**config.mk**
```make
export PLATFORM = sky130hd
export DESIGN_NAME = gc_tstamp_sched_flat
export DESIGN_NICKNAME = d
export VERILOG_FILES = /design/src/rtl/gc_tstamp_pkg.sv /design/src/rtl/gc_tstamp_sched_if.sv /design/src/rtl/gc_rr_arb.sv /design/src/rtl/gc_tstamp_sched.sv /design/src/flat_wrapper.sv
export SDC_FILE = /design/constraint.sdc
export NUM_CORES = 1
export LEC_CHECK = 0
export ABC_AREA = 1
export CAP_MARGIN = 20
export CORE_MARGIN = 2
export CORE_UTILIZATION = 58
export CTS_CLUSTER_DIAMETER = 50
export CTS_CLUSTER_SIZE = 16
export DETAILED_ROUTE_END_ITERATION = 10
export MAX_ROUTING_LAYER = met4
export PLACE_DENSITY = 0.86
export SYNTH_ARGS = -nofsm -noshare
export SYNTH_HDL_FRONTEND = slang
export SYNTH_SLANG_ARGS = --single-unit
export TNS_END_PERCENT = 5
```
**constraint.sdc**
```tcl
create_clock -name clk -period 6.01 [get_ports clk]
set_clock_uncertainty 0.2 [all_clocks]
set_input_delay 0.9015 -clock clk [delete_from_list [all_inputs] [get_ports clk]]
set_output_delay 0.9015 -clock clk [all_outputs]
set_load 0.1 [all_outputs]
```
**src/rtl/gc_tstamp_pkg.sv**
```systemverilog
// Shared types and helpers for the frame timing sequencer / timestamp arbiter.
// Optional round-robin arbitration is enabled by defining GC_TSTAMP_SCHED_RR_EN.
package gc_tstamp_pkg;

  typedef enum logic [1:0] {
    ST_IDLE,
    ST_ARM,
    ST_RUN
  } state_e;

  localparam int unsigned NREQ_DEF = 4;
  localparam int unsigned CW_DEF   = 8;

  // Callers truncate the result to their own counter width.
  function automatic logic [31:0] bin2gray(input logic [31:0] b);
    return b ^ (b >> 1);
  endfunction

endpackage

```
**src/rtl/gc_tstamp_sched_if.sv**
```systemverilog
// Timestamp request/grant bundle shared by the requesters and the scheduler.
interface gc_tstamp_sched_if
  import gc_tstamp_pkg::*;
#(
  parameter int unsigned NREQ = NREQ_DEF,
  parameter int unsigned CW   = CW_DEF
) ();

  logic [NREQ-1:0] req;
  logic [NREQ-1:0] gnt;
  logic [CW-1:0]   ts_gray;

  modport master (output req, input gnt, input ts_gray);
  modport slave  (input req, output gnt, output ts_gray);

endinterface

```
**src/rtl/gc_rr_arb.sv**
```systemverilog
// NREQ-way one-hot arbiter. Round-robin when GC_TSTAMP_SCHED_RR_EN is defined,
// otherwise fixed priority with req[0] highest (pointer pinned at 0).
module gc_rr_arb
  import gc_tstamp_pkg::*;
#(
  parameter int unsigned NREQ = NREQ_DEF
) (
  input  logic            clk,
  input  logic            rst,
  input  logic [NREQ-1:0] req,
  input  logic            en,
  output logic [NREQ-1:0] gnt
);

  localparam int unsigned PW = $clog2(NREQ);

  logic [PW-1:0] ptr_q, ptr_d, idx;
  logic          found;

  // Search starts at ptr_q and wraps; first asserted request wins.
  always_comb begin
    gnt   = '0;
    found = 1'b0;
    idx   = '0;
    ptr_d = ptr_q;
    for (int off = 0; off < NREQ; off++) begin
      idx = PW'((int'(ptr_q) + off) % NREQ);
      if (!found && req[idx]) begin
        found    = 1'b1;
        gnt[idx] = 1'b1;
        if (en) begin
`ifdef GC_TSTAMP_SCHED_RR_EN
          ptr_d = PW'((int'(idx) + 1) % NREQ);
`else
          ptr_d = '0;
`endif
        end
      end
    end
  end

  always_ff @(posedge clk) begin
    if (rst) begin
      ptr_q <= '0;
    end else begin
      ptr_q <= ptr_d;
    end
  end

endmodule

```
**src/rtl/gc_tstamp_sched.sv**
```systemverilog
// Frame sequencer with Gray-coded frame counter and timestamp grant arbitration.
// Arbitration policy follows GC_TSTAMP_SCHED_RR_EN (see gc_rr_arb).
module gc_tstamp_sched
  import gc_tstamp_pkg::*;
#(
  parameter int unsigned NREQ = NREQ_DEF,
  parameter int unsigned CW   = CW_DEF
) (
  input  logic          clk,
  input  logic          rst,
  input  logic          enable,
  input  logic          sync_in,
  input  logic [CW-1:0] period,
  gc_tstamp_sched_if.slave bus,
  output logic          frame_tick,
  output logic          sync_err,
  output logic          running
);

  state_e          state_q, state_d;
  logic [CW-1:0]   cnt_q, cnt_d;
  logic [CW-1:0]   period_q, period_d;
  logic [NREQ-1:0] gnt_q, gnt_d;
  logic [CW-1:0]   ts_q, ts_d;
  logic            tick_q, tick_d;
  logic            err_q, err_d;
  logic            issue;
  logic [NREQ-1:0] elig;
  logic [NREQ-1:0] arb_gnt;

  // A requester still holding req in its own grant cycle is not re-served.
  assign elig = bus.req & ~gnt_q;

  gc_rr_arb #(
    .NREQ(NREQ)
  ) u_arb (
    .clk(clk),
    .rst(rst),
    .req(elig),
    .en (issue),
    .gnt(arb_gnt)
  );

  always_comb begin
    state_d  = state_q;
    cnt_d    = cnt_q;
    period_d = period_q;
    gnt_d    = '0;
    ts_d     = ts_q;
    tick_d   = 1'b0;
    err_d    = 1'b0;
    issue    = 1'b0;
    if (!enable) begin
      state_d = ST_IDLE;
      cnt_d   = '0;
    end else begin
      unique case (state_q)
        ST_IDLE: begin
          state_d = ST_ARM;
          cnt_d   = '0;
        end
        ST_ARM: begin
          cnt_d = '0;
          if (sync_in) begin
            state_d  = ST_RUN;
            period_d = period;
            tick_d   = 1'b1;
          end
        end
        ST_RUN: begin
          issue = 1'b1;
          gnt_d = arb_gnt;
          if (|arb_gnt) ts_d = CW'(bin2gray(32'(cnt_q)));
          // Natural wrap and sync-forced wrap share the reload path.
          if (cnt_q == period_q || sync_in) begin
            cnt_d    = '0;
            period_d = period;
            tick_d   = 1'b1;
            err_d    = sync_in && (cnt_q != period_q);
          end else begin
            cnt_d = cnt_q + CW'(1);
          end
        end
        default: state_d = ST_IDLE;
      endcase
    end
  end

  always_ff @(posedge clk) begin
    if (rst) begin
      state_q  <= ST_IDLE;
      cnt_q    <= '0;
      period_q <= '0;
      gnt_q    <= '0;
      ts_q     <= '0;
      tick_q   <= 1'b0;
      err_q    <= 1'b0;
    end else begin
      state_q  <= state_d;
      cnt_q    <= cnt_d;
      period_q <= period_d;
      gnt_q    <= gnt_d;
      ts_q     <= ts_d;
      tick_q   <= tick_d;
      err_q    <= err_d;
    end
  end

  assign bus.gnt     = gnt_q;
  assign bus.ts_gray = ts_q;
  assign frame_tick  = tick_q;
  assign sync_err    = err_q;
  assign running     = (state_q == ST_RUN);

endmodule
```
**src/flat_wrapper.sv**
```systemverilog
// flat-port wrapper written by rule: the top's interface ports become plain ports
module gc_tstamp_sched_flat import gc_tstamp_pkg::*;
#(
  parameter int unsigned NREQ = NREQ_DEF,
  parameter int unsigned CW   = CW_DEF
)
  (clk, rst, enable, sync_in, period, frame_tick, sync_err, running, bus_req, bus_gnt, bus_ts_gray);
  gc_tstamp_sched_if #(.NREQ(NREQ), .CW(CW)) bus_i ();
  input  logic clk;
  input  logic rst;
  input  logic enable;
  input  logic sync_in;
  input  logic [CW-1:0] period;
  output logic frame_tick;
  output logic sync_err;
  output logic running;
  input wire logic [$bits(bus_i.req)-1:0] bus_req;
  output wire logic [$bits(bus_i.gnt)-1:0] bus_gnt;
  output wire logic [$bits(bus_i.ts_gray)-1:0] bus_ts_gray;
  assign bus_i.req = bus_req;
  assign bus_gnt = bus_i.gnt;
  assign bus_ts_gray = bus_i.ts_gray;
  gc_tstamp_sched #(.NREQ(NREQ), .CW(CW)) u_core (.clk(clk), .rst(rst), .enable(enable), .sync_in(sync_in), .period(period), .bus(bus_i), .frame_tick(frame_tick), .sync_err(sync_err), .running(running));
endmodule
```
==> results of run 1 <==
==> power breakdown <==
group	switching [mW]	internal, mW	total, mW
sequential	0.00269	0.230	0.232
combinational	0.0359	0.0245	0.0604
clock	0.0778	0.0968	0.175
==> worst max path at each step <==
stage	endpoint	slack, ns	depth (start not counted)
after floorplan	u_core.bus.ts_gray[0]	3.43	14
after global placement	u_core.bus.ts_gray[1]	3.01	12
after detailed placement	u_core.bus.ts_gray[1]	2.98	12
after CTS	running	2.72	3
after global routing	running	2.65	3
final	running	2.72	3
==> area by class of cell <==
class                      count  area, sq um
tap                           46         57.6
fill                         291          897
clock buffer                   6         51.3
multi-input combinational    211         1220
inverter                      41          154
sequential                    34          681
clock inverter                 1         30.0
timing repair buffer          30          300
==> critical path, cell delays in order, from the launching register on <==
cell	delay, ns
dfxtp_1	0.35
inv_1	0.09
ha_1	0.24
clkdlybuf4s50_1	1.16
==> through the flow <==
stage / util, % / hold slack, ns
after floorplan: - / 0.241
after global placement: 71.1 / 0.260
after detailed placement: 71.1 / 0.271
after CTS: 73.5 / 0.288
after global routing: 73.5 / 0.313
final: 73.5 / 0.279
==> registers in the layout, indices dropped and copies added (netlist names) <==
register	cells
u_core.cnt_q	8
u_core.bus.ts_gray	8
u_core.u_arb.ptr_q	2
u_core.bus.gnt	4
u_core.state_q	2
u_core.frame_tick	1
u_core.period_q	8
u_core.sync_err	1
==> routing by layer <==
metal  track usage (%)  part of all wire, %
met1              28.1                   45
met5                 -                    0
met3              6.69                  6.4
met4              7.07                  1.3
met2              40.5                   47
==> synth_stat cells, types with 2 or more instances <==
library cell / number / area (sq um)
a21oi_1: 20 / 100
a21oi_2: 6 / 52.6
buf_2: 2 / 10.0
dfxtp_1: 34 / 681
ha_1: 17 / 213
inv_1: 39 / 146
nand2_1: 56 / 210
nand2_2: 2 / 12.5
nand2_4: 3 / 33.8
nand3_1: 30 / 150
nand3_2: 9 / 90.1
nand4_1: 2 / 12.5
nor2_1: 32 / 120
nor2_2: 4 / 25.0
nor3_1: 3 / 15.0
o21ai_0: 11 / 55.1
or2_2: 3 / 18.8
xnor2_1: 3 / 26.3
xor2_1: 5 / 43.8
==> logic make-up after synthesis <==
logic type,after synthesis,synth area share [%]
buffers and inverters,45,8.94
flip-flops,34,32.6
AND/OR/NAND/NOR,146,33.9
adder cells (fa/ha/maj),17,10.2
XOR/XNOR,8,3.36
AO/OA/AOI/OAI,40,11.0
==> impl_metrics.py, run 1 <==
metrics = {
    "floorplanning": {
        "die_h_microns": 64.0,
        "initial_core_util_pct": 61.5,
        "core_area_sq_um": 3390,
        "die_area_sq_um": 4090,
        "ios": 31,
        "rows": 21,
        "dieWidth_microns": 64.0,
    },
    "final_layout": {
        "stdcell_area_sq_um": 2490,
        "layout_common_cells": "56 x nand2_1, 39 x inv_1, 34 x dfxtp_1",
        "area_growth_pct": 19.5,
        "diodes": 0,
        "layout_commonest_cell": "nand2_1",
        "fin_nets": 356,
        "drive_gt1_share_pct": 11.5,
        "instances_no_fill": 369,
    },
    "worst_setup_path": {
        "rr_endpoint": "u_core.bus.ts_gray[7]",
        "regToRegSetupSlack_ns": 3.30,
        "r2r-start": "u_core.u_arb.ptr_q[0]",
        "cp.arrival_ns": 2.18,
        "worstSetupStartpoint": "u_core.state_q[0]",
        "cp-end-kind": "output port",
        "critPathKind": "register to output port",
        "crit_fanout": 5,
        "critPathLaunchType": "register",
        "rr_worst_depth": 14,
        "required_ns": 4.91,
    },
    "synth": {
        "synth_fp_nets": 323,
        "synthArstFlopShare_pct": 0,
        "yosys_warnings": 0,
        "synth_cells": 290,
        "synth-main-ff-cell": "dfxtp_1",
        "synth_edf_count": 0,
        "synth_cell_types": 28,
        "syn_area_sq_um": 2090,
        "ys_ff_latch": 34,
        "avgSynthCellArea_sq_um": 7.19,
        "synth-seq-area-share_pct": 32.6,
    },
    "drt": {
        "postRouteAntennaNets": 0,
        "drtIter0Drc": 118,
        "drt-pass1-iter-count": 5,
        "drc": 0,
        "totalWireLength_microns": 4260,
        "wl_per_cell_microns": 11.5,
        "vias": 1935,
        "vias_per_cell": 5.24,
    },
    "timing": {
        "setup_tns_ns": 0,
        "max_freq_mhz": 304,
        "slew_headroom_pct": 35.1,
        "tightestPinTransition_ns": 0.970,
        "rsz0062_at_grt": "no",
        "finalMaxSlewViolations": 0,
        "post-route-min-period_ns": 3.29,
        "postLayoutSetupSlackWorst_ns": 2.72,
        "finalSetupViolCount": 0,
        "period_share_pct": 54.7,
        "finalHoldViolations": 0,
    },
    "place": {
        "io_buffers": 30,
        "placedCellCount": 362,
        "gp_congestion": 0.897,
        "hpwl_microns": 3260,
        "post_dp_cell_area_sq_um": 2410,
        "dp_slack_ns": 2.98,
    },
    "clocking": {
        "post_cts_buffers": 0,
        "clk_latency_ns": 0.34,
        "path_clk_slew_ns": 0.11,
        "post_cts_resized": 0,
        "cts_hold_buf": 0,
        "cts.sinks": 34,
        "numCtsBuffers": 5,
        "clock-root-buffer": "clkbuf_4",
        "h-tree-depth": 2,
        "tritoncts": "yes",
        "clockBufferDepth": 2,
    },
    "global_routing": {
        "grt_pass1_vias": 1761,
        "grt_use_total_pct": 24.1,
        "overflow": 0,
        "grt_max_degree": 19,
        "antenna_found_initial": 0,
        "grt_first_pass_wirelength_microns": 7500,
    },
    "run": {
        "drv_cap": 0,
    },
    "min_path": {
        "min_from": "u_core.period_q[6]",
        "min_to": "u_core.period_q[6]",
        "min_path_cells": 2,
        "min-delay-path-class": "register to register",
    },
    "outcome": {
        "status": "complete, no violations",
    },
    "power_and_ir_drop": {
        "powerDensity_nw_per_um2": 188,
        "ir_drop_mv": 0.157,
        "power_mw": 0.467,
        "cellLeakagePower_nw": 1.04,
    },
}
(Power assumes the default switching activity.)
==> run 2: changes to the inputs <==
--- a/config.mk
+++ b/config.mk
@@ -8,12 +8,12 @@
 export ABC_AREA = 1
 export CAP_MARGIN = 20
 export CORE_MARGIN = 2
-export CORE_UTILIZATION = 58
+export CORE_UTILIZATION = 54
 export CTS_CLUSTER_DIAMETER = 50
 export CTS_CLUSTER_SIZE = 16
 export DETAILED_ROUTE_END_ITERATION = 10
 export MAX_ROUTING_LAYER = met4
-export PLACE_DENSITY = 0.86
+export PLACE_DENSITY = 0.81
 export SYNTH_ARGS = -nofsm -noshare
 export SYNTH_HDL_FRONTEND = slang
 export SYNTH_SLANG_ARGS = --single-unit
==> constraint.sdc (replaced) <==
create_clock -name clk -period 3.4 [get_ports clk]
set_clock_uncertainty 0.2 [all_clocks]
set_input_delay 0.51 -clock clk [delete_from_list [all_inputs] [get_ports clk]]
set_output_delay 0.51 -clock clk [all_outputs]
set_load 0.1 [all_outputs]
==> run 2 against run 1 <==
Count of clock-buffer cells in the layout is 1 lower. Total power increased by 72%. Highest routed layer unchanged. Combinational power is 75% higher. Sequential cell count unchanged. Global-route usage shrank 1.8 points. Die area increased by 6.9%. Sequential power rose by 77%. Largest cell class unchanged.
==> impl_metrics.py, run 2 (synthesized netlist as in run 1, its figures left out) <==
metrics = {
    "timing": {
        "finalHoldViolations": 0,
        "slew_headroom_pct": 35.8,
        "finalMaxSlewViolations": 0,
        "postLayoutSetupSlackWorst_ns": 0.801,
        "post-route-min-period_ns": 2.60,
        "period_share_pct": 76.5,
        "setup_tns_ns": 0,
        "rsz0062_at_grt": "no",
        "tightestPinTransition_ns": 0.960,
        "max_freq_mhz": 385,
        "finalSetupViolCount": 0,
    },
    "global_routing": {
        "use_met3_pct": 3.75,
        "grt_max_degree": 19,
        "use_met1_pct": 28.1,
        "grtUsageMet2_pct": 35.3,
        "grt_first_pass_wirelength_microns": 7380,
        "overflow": 0,
        "busiest_layer": "met2",
        "antenna_found_initial": 0,
        "grt_use_total_pct": 22.3,
        "grt_pass1_vias": 1735,
    },
    "drt": {
        "drtIter0Drc": 106,
        "drc": 0,
        "drt-pass1-iter-count": 4,
        "vias_per_cell": 5.11,
        "totalWireLength_microns": 4210,
        "vias": 1894,
        "postRouteAntennaNets": 0,
        "wl_per_cell_microns": 11.4,
    },
    "clocking": {
        "clk_latency_ns": 0.29,
        "clockBufferDepth": 2,
        "post_cts_resized": 0,
        "post_cts_buffers": 0,
        "numCtsBuffers": 5,
        "h-tree-depth": 2,
        "path_clk_slew_ns": 0.07,
        "tritoncts": "yes",
        "clock-root-buffer": "clkbuf_8",
        "cts_hold_buf": 0,
        "cts.sinks": 34,
    },
    "worst_setup_path": {
        "crit_fanout": 16,
        "critPathSlowestCell": "dfxtp_1",
        "critPathKind": "register to register",
        "cp_top_family": "simple AND/OR/NAND/NOR gates",
        "cp-end-kind": "register",
        "crit_chain": "inv_2 -> ha_1 -> inv_1 -> nand3_1 -> nand2_1 -> nand3_2 -> nor2_1 -> nor2_1 -> nand2_1 -> nor2_2 -> nand2_4 -> nand3_1 -> nand2_1 -> nor2_1",
        "max_stage_delay_ns": 0.50,
        "path_buf_inv": 2,
        "critPathLaunchType": "register",
        "required_ns": 3.42,
        "cp.arrival_ns": 2.62,
    },
    "final_layout": {
        "layout_common_cells": "56 x nand2_1, 39 x inv_1, 34 x dfxtp_1",
        "utilization_pct": 67.0,
        "layout_commonest_cell": "nand2_1",
        "num-fill-cells": 345,
        "area_growth_pct": 18.4,
        "drive_gt1_share_pct": 14.2,
        "diodes": 0,
        "fin_nets": 356,
    },
    "place": {
        "dp_slack_ns": 0.747,
        "io_buffers": 30,
        "gp_congestion": 0.979,
        "hpwl_microns": 3290,
    },
    "power_and_ir_drop": {
        "cellLeakagePower_nw": 1.06,
        "ir_drop_mv": 0.257,
        "powerDensity_nw_per_um2": 325,
    },
    "floorplanning": {
        "ios": 31,
        "core_area_sq_um": 3690,
        "die_h_microns": 66.2,
        "dieWidth_microns": 66.2,
        "initial_core_util_pct": 56.5,
        "die_area_sq_um": 4380,
        "rows": 22,
    },
    "min_path": {
        "min-delay-path-class": "register to register",
    },
    "run": {
        "drv_cap": 0,
    },
    "outcome": {
        "status": "complete, no violations",
    },
}
==> run 2: cell types whose count changed in the layout (fill, tap and decap cells not counted) <==
cell,delta
clkdlybuf4s50_1,-9
bufinv_16,-1
clkinv_2,+2
clkbuf_4,-5
buf_4,+9
clkbuf_8,+4
==> run 2: metal layers <==
layer,vias up,part of all wire [%],wire [microns]
met4,0,1.8,74
met2,54,44,1860
li1,994,-,-
met1,841,48,2040
met3,5,5.6,238
met5,-,0,0
==> run 2: worst register-to-register path, stage by stage (launching register included) <==
cell and delay (ns):
dfxtp_1 0.50, inv_2 0.17, ha_1 0.35, inv_1 0.09
nand3_1 0.09, nand2_1 0.11, nand3_2 0.15, nor2_1 0.06
nor2_1 0.15, nand2_1 0.09, nor2_2 0.13, nand2_4 0.15
nand3_1 0.11, nand2_1 0.08, nor2_1 0.10
==> run 2: stage by stage <==
step                      hold WS [ns]  cell area, sq um  power (mW)  cells
after floorplan                  0.241              2090       0.496    290
after CTS                        0.275              2470       0.807    371
after detailed placement         0.265              2390       0.526    364
after global placement           0.257              2390       0.525    364
final                            0.271              2470       0.803    371
after global routing             0.300              2470       0.832    371
==> run 2: final timing paths <==
path	from	to	slack [ns]	cells past startpoint
worst min register to register	u_core.period_q[6]	u_core.period_q[6]	0.27	2
worst max register to register	u_core.u_arb.ptr_q[0]	u_core.bus.ts_gray[3]	0.80	14
worst max-delay path	u_core.u_arb.ptr_q[0]	u_core.bus.ts_gray[3]	0.80	14
worst min-delay path	u_core.period_q[6]	u_core.period_q[6]	0.27	2
==> run 2: area by class of cell <==
| type | count | area [sq um] | share of cell area (%) |
|---|---|---|---|
| clock buffer | 5 | 68.8 | 2.79 |
| timing repair buffer | 30 | 278 | 11.2 |
| tap | 48 | 60.1 | 2.43 |
| clock inverter | 2 | 10.0 | 0.405 |
| inverter | 41 | 154 | 6.23 |
| sequential | 34 | 681 | 27.6 |
| multi-input combinational | 211 | 1220 | 49.3 |
==> run 2: power by group <==
part	switching, mW	internal (mW)
logic	0.0632	0.0430
registers	0.00472	0.406
clock network	0.149	0.137
total	0.217	0.586
==> run 3: changes to the inputs <==
==> constraint.sdc (replaced) <==
create_clock -name clk -period 2.4 [get_ports clk]
set_clock_uncertainty 0.2 [all_clocks]
set_input_delay 0.36 -clock clk [delete_from_list [all_inputs] [get_ports clk]]
set_output_delay 0.36 -clock clk [all_outputs]
set_load 0.1 [all_outputs]
==> run 3 against run 2 <==
Global-route usage rose by 1.1 points. Hold slack worse by 0.0051 ns. Die area did not move. Total power grew 59%. Critical path type is now input pin to register. Critical endpoint is now u_core.bus.ts_gray[0].
==> impl_metrics.py, run 3 (synthesized netlist as in run 1, its figures left out) <==
metrics = {
    "outcome": {
        "status": "complete, no violations",
    },
    "global_routing": {
        "busiest_layer": "met2",
        "grt_use_total_pct": 23.3,
        "grt_max_degree": 18,
        "grt_first_pass_wirelength_microns": 7530,
        "use_met3_pct": 5.11,
        "grt_pass1_vias": 1736,
        "use_met1_pct": 29.4,
        "grtUsageMet2_pct": 37.3,
        "antenna_found_initial": 0,
        "overflow": 0,
    },
    "timing": {
        "finalSetupViolCount": 0,
        "postLayoutSetupSlackWorst_ns": 0.257,
        "slew_headroom_pct": 67.3,
        "max_freq_mhz": 467,
        "finalHoldViolations": 0,
        "post-route-min-period_ns": 2.14,
        "period_share_pct": 89.3,
        "finalMaxSlewViolations": 0,
        "rsz0062_at_grt": "no",
        "tightestPinTransition_ns": 0.486,
    },
    "power_and_ir_drop": {
        "powerDensity_nw_per_um2": 491,
        "ir_drop_mv": 0.405,
        "cellLeakagePower_nw": 1.14,
    },
    "place": {
        "dp_slack_ns": -0.0148,
        "io_buffers": 30,
        "gp_congestion": 0.870,
        "hpwl_microns": 3370,
    },
    "floorplanning": {
        "ios": 31,
        "initial_core_util_pct": 56.5,
        "dieWidth_microns": 66.2,
        "die_area_sq_um": 4380,
        "die_h_microns": 66.2,
        "rows": 22,
        "core_area_sq_um": 3690,
    },
    "clocking": {
        "cts.sinks": 34,
        "post_cts_buffers": 0,
        "numCtsBuffers": 5,
        "clk_latency_ns": 0.29,
        "clock-root-buffer": "clkbuf_8",
        "post_cts_resized": 0,
        "h-tree-depth": 2,
        "tritoncts": "yes",
        "cts_hold_buf": 0,
        "path_clk_slew_ns": 0.07,
        "clockBufferDepth": 2,
    },
    "final_layout": {
        "fin_nets": 365,
        "layout_common_cells": "55 x nand2_1, 39 x inv_1, 32 x nor2_1",
        "num-fill-cells": 331,
        "utilization_pct": 70.4,
        "area_growth_pct": 24.5,
        "layout_commonest_cell": "nand2_1",
        "diodes": 0,
        "drive_gt1_share_pct": 20.8,
    },
    "drt": {
        "drt-pass1-iter-count": 4,
        "drtIter0Drc": 115,
        "wl_per_cell_microns": 11.5,
        "totalWireLength_microns": 4380,
        "vias_per_cell": 4.97,
        "vias": 1887,
        "drc": 0,
        "postRouteAntennaNets": 0,
    },
    "worst_setup_path": {
        "critPathKind": "input pin to register",
        "crit_fanout": 8,
        "critPathLaunchType": "input pin",
        "required_ns": 2.38,
        "cp.arrival_ns": 2.13,
        "cp-end-kind": "register",
    },
    "min_path": {
        "min-delay-path-class": "register to register",
    },
    "run": {
        "drv_cap": 0,
    },
}
## run 3: cell count changes in the layout (fill, tap and decap cells not counted), sizes merged
| cell | previous run | this run |
|---|---|---|
| bufinv | 0 | 1 |
| clkbuf | 5 | 6 |
| buf | 9 | 23 |
| clkdlybuf4s50 | 21 | 15 |
| nand2 | 61 | 62 |
| clkinv | 3 | 1 |
## run 3: per-layer routing
metal | vias to the layer above | wire length, microns | share of wire (%)
li1 | 1013 | - | -
met4 | 0 | 63 | 1.4
met3 | 5 | 206 | 4.7
met1 | 831 | 2100 | 48
met5 | - | 0 | 0
met2 | 38 | 2010 | 46
## run 3: area by class of cell
class | count | area (sq um) | area share (%)
Clock buffer | 6 | 82.6 | 3.18
Clock inverter | 1 | 30.0 | 1.16
Inverter | 41 | 156 | 6.02
Multi-Input combinational cell | 212 | 1260 | 48.5
Sequential cell | 34 | 687 | 26.4
Tap cell | 48 | 60.1 | 2.31
Timing Repair Buffer | 38 | 323 | 12.4
## run 3: worst paths after layout
kind / depth (start not counted) / end / start / slack, ns
hold reg to reg: 2 / u_core.period_q[4] / u_core.period_q[4] / 0.27
hold / removal: 2 / u_core.period_q[4] / u_core.period_q[4] / 0.27
setup reg to reg: 13 / u_core.bus.ts_gray[0] / u_core.u_arb.ptr_q[0] / 0.28
setup / recovery: 12 / u_core.bus.ts_gray[0] / bus_req[3] / 0.26
## run 3: metrics by stage
step / TNS (ns) / hold slack [ns] / instances / area, sq um / total power [mW]
after global routing: 0 / 0.290 / 380 / 2600 / 1.33
after detailed placement: -0.0479 / 0.259 / 372 / 2440 / 0.747
after CTS: 0 / 0.269 / 379 / 2550 / 1.28
after global placement: -0.00193 / 0.258 / 372 / 2440 / 0.745
final: 0 / 0.266 / 380 / 2600 / 1.27
after floorplan: 0 / 0.237 / 290 / 2090 / 0.703
## run 3: power by group
| group | switching (mW) | internal, mW | total (mW) |
|---|---|---|---|
| clock network | 0.203 | 0.332 | 0.535 |
| logic | 0.0927 | 0.0656 | 0.158 |
| registers | 0.00653 | 0.575 | 0.582 |
| total | 0.302 | 0.973 | 1.27 |
## run 3: critical path, stage by stage
cell and delay (ns):
clkdlybuf4s50_1 0.49, nand3_1 0.12, nand3_2 0.16, nand2_4 0.10, nand3_2 0.12, nor2_1 0.05, nor2_1 0.12, nand2_1 0.10
nor2_4 0.17, nand2_4 0.12, a21oi_1 0.14, nor2_1 0.05
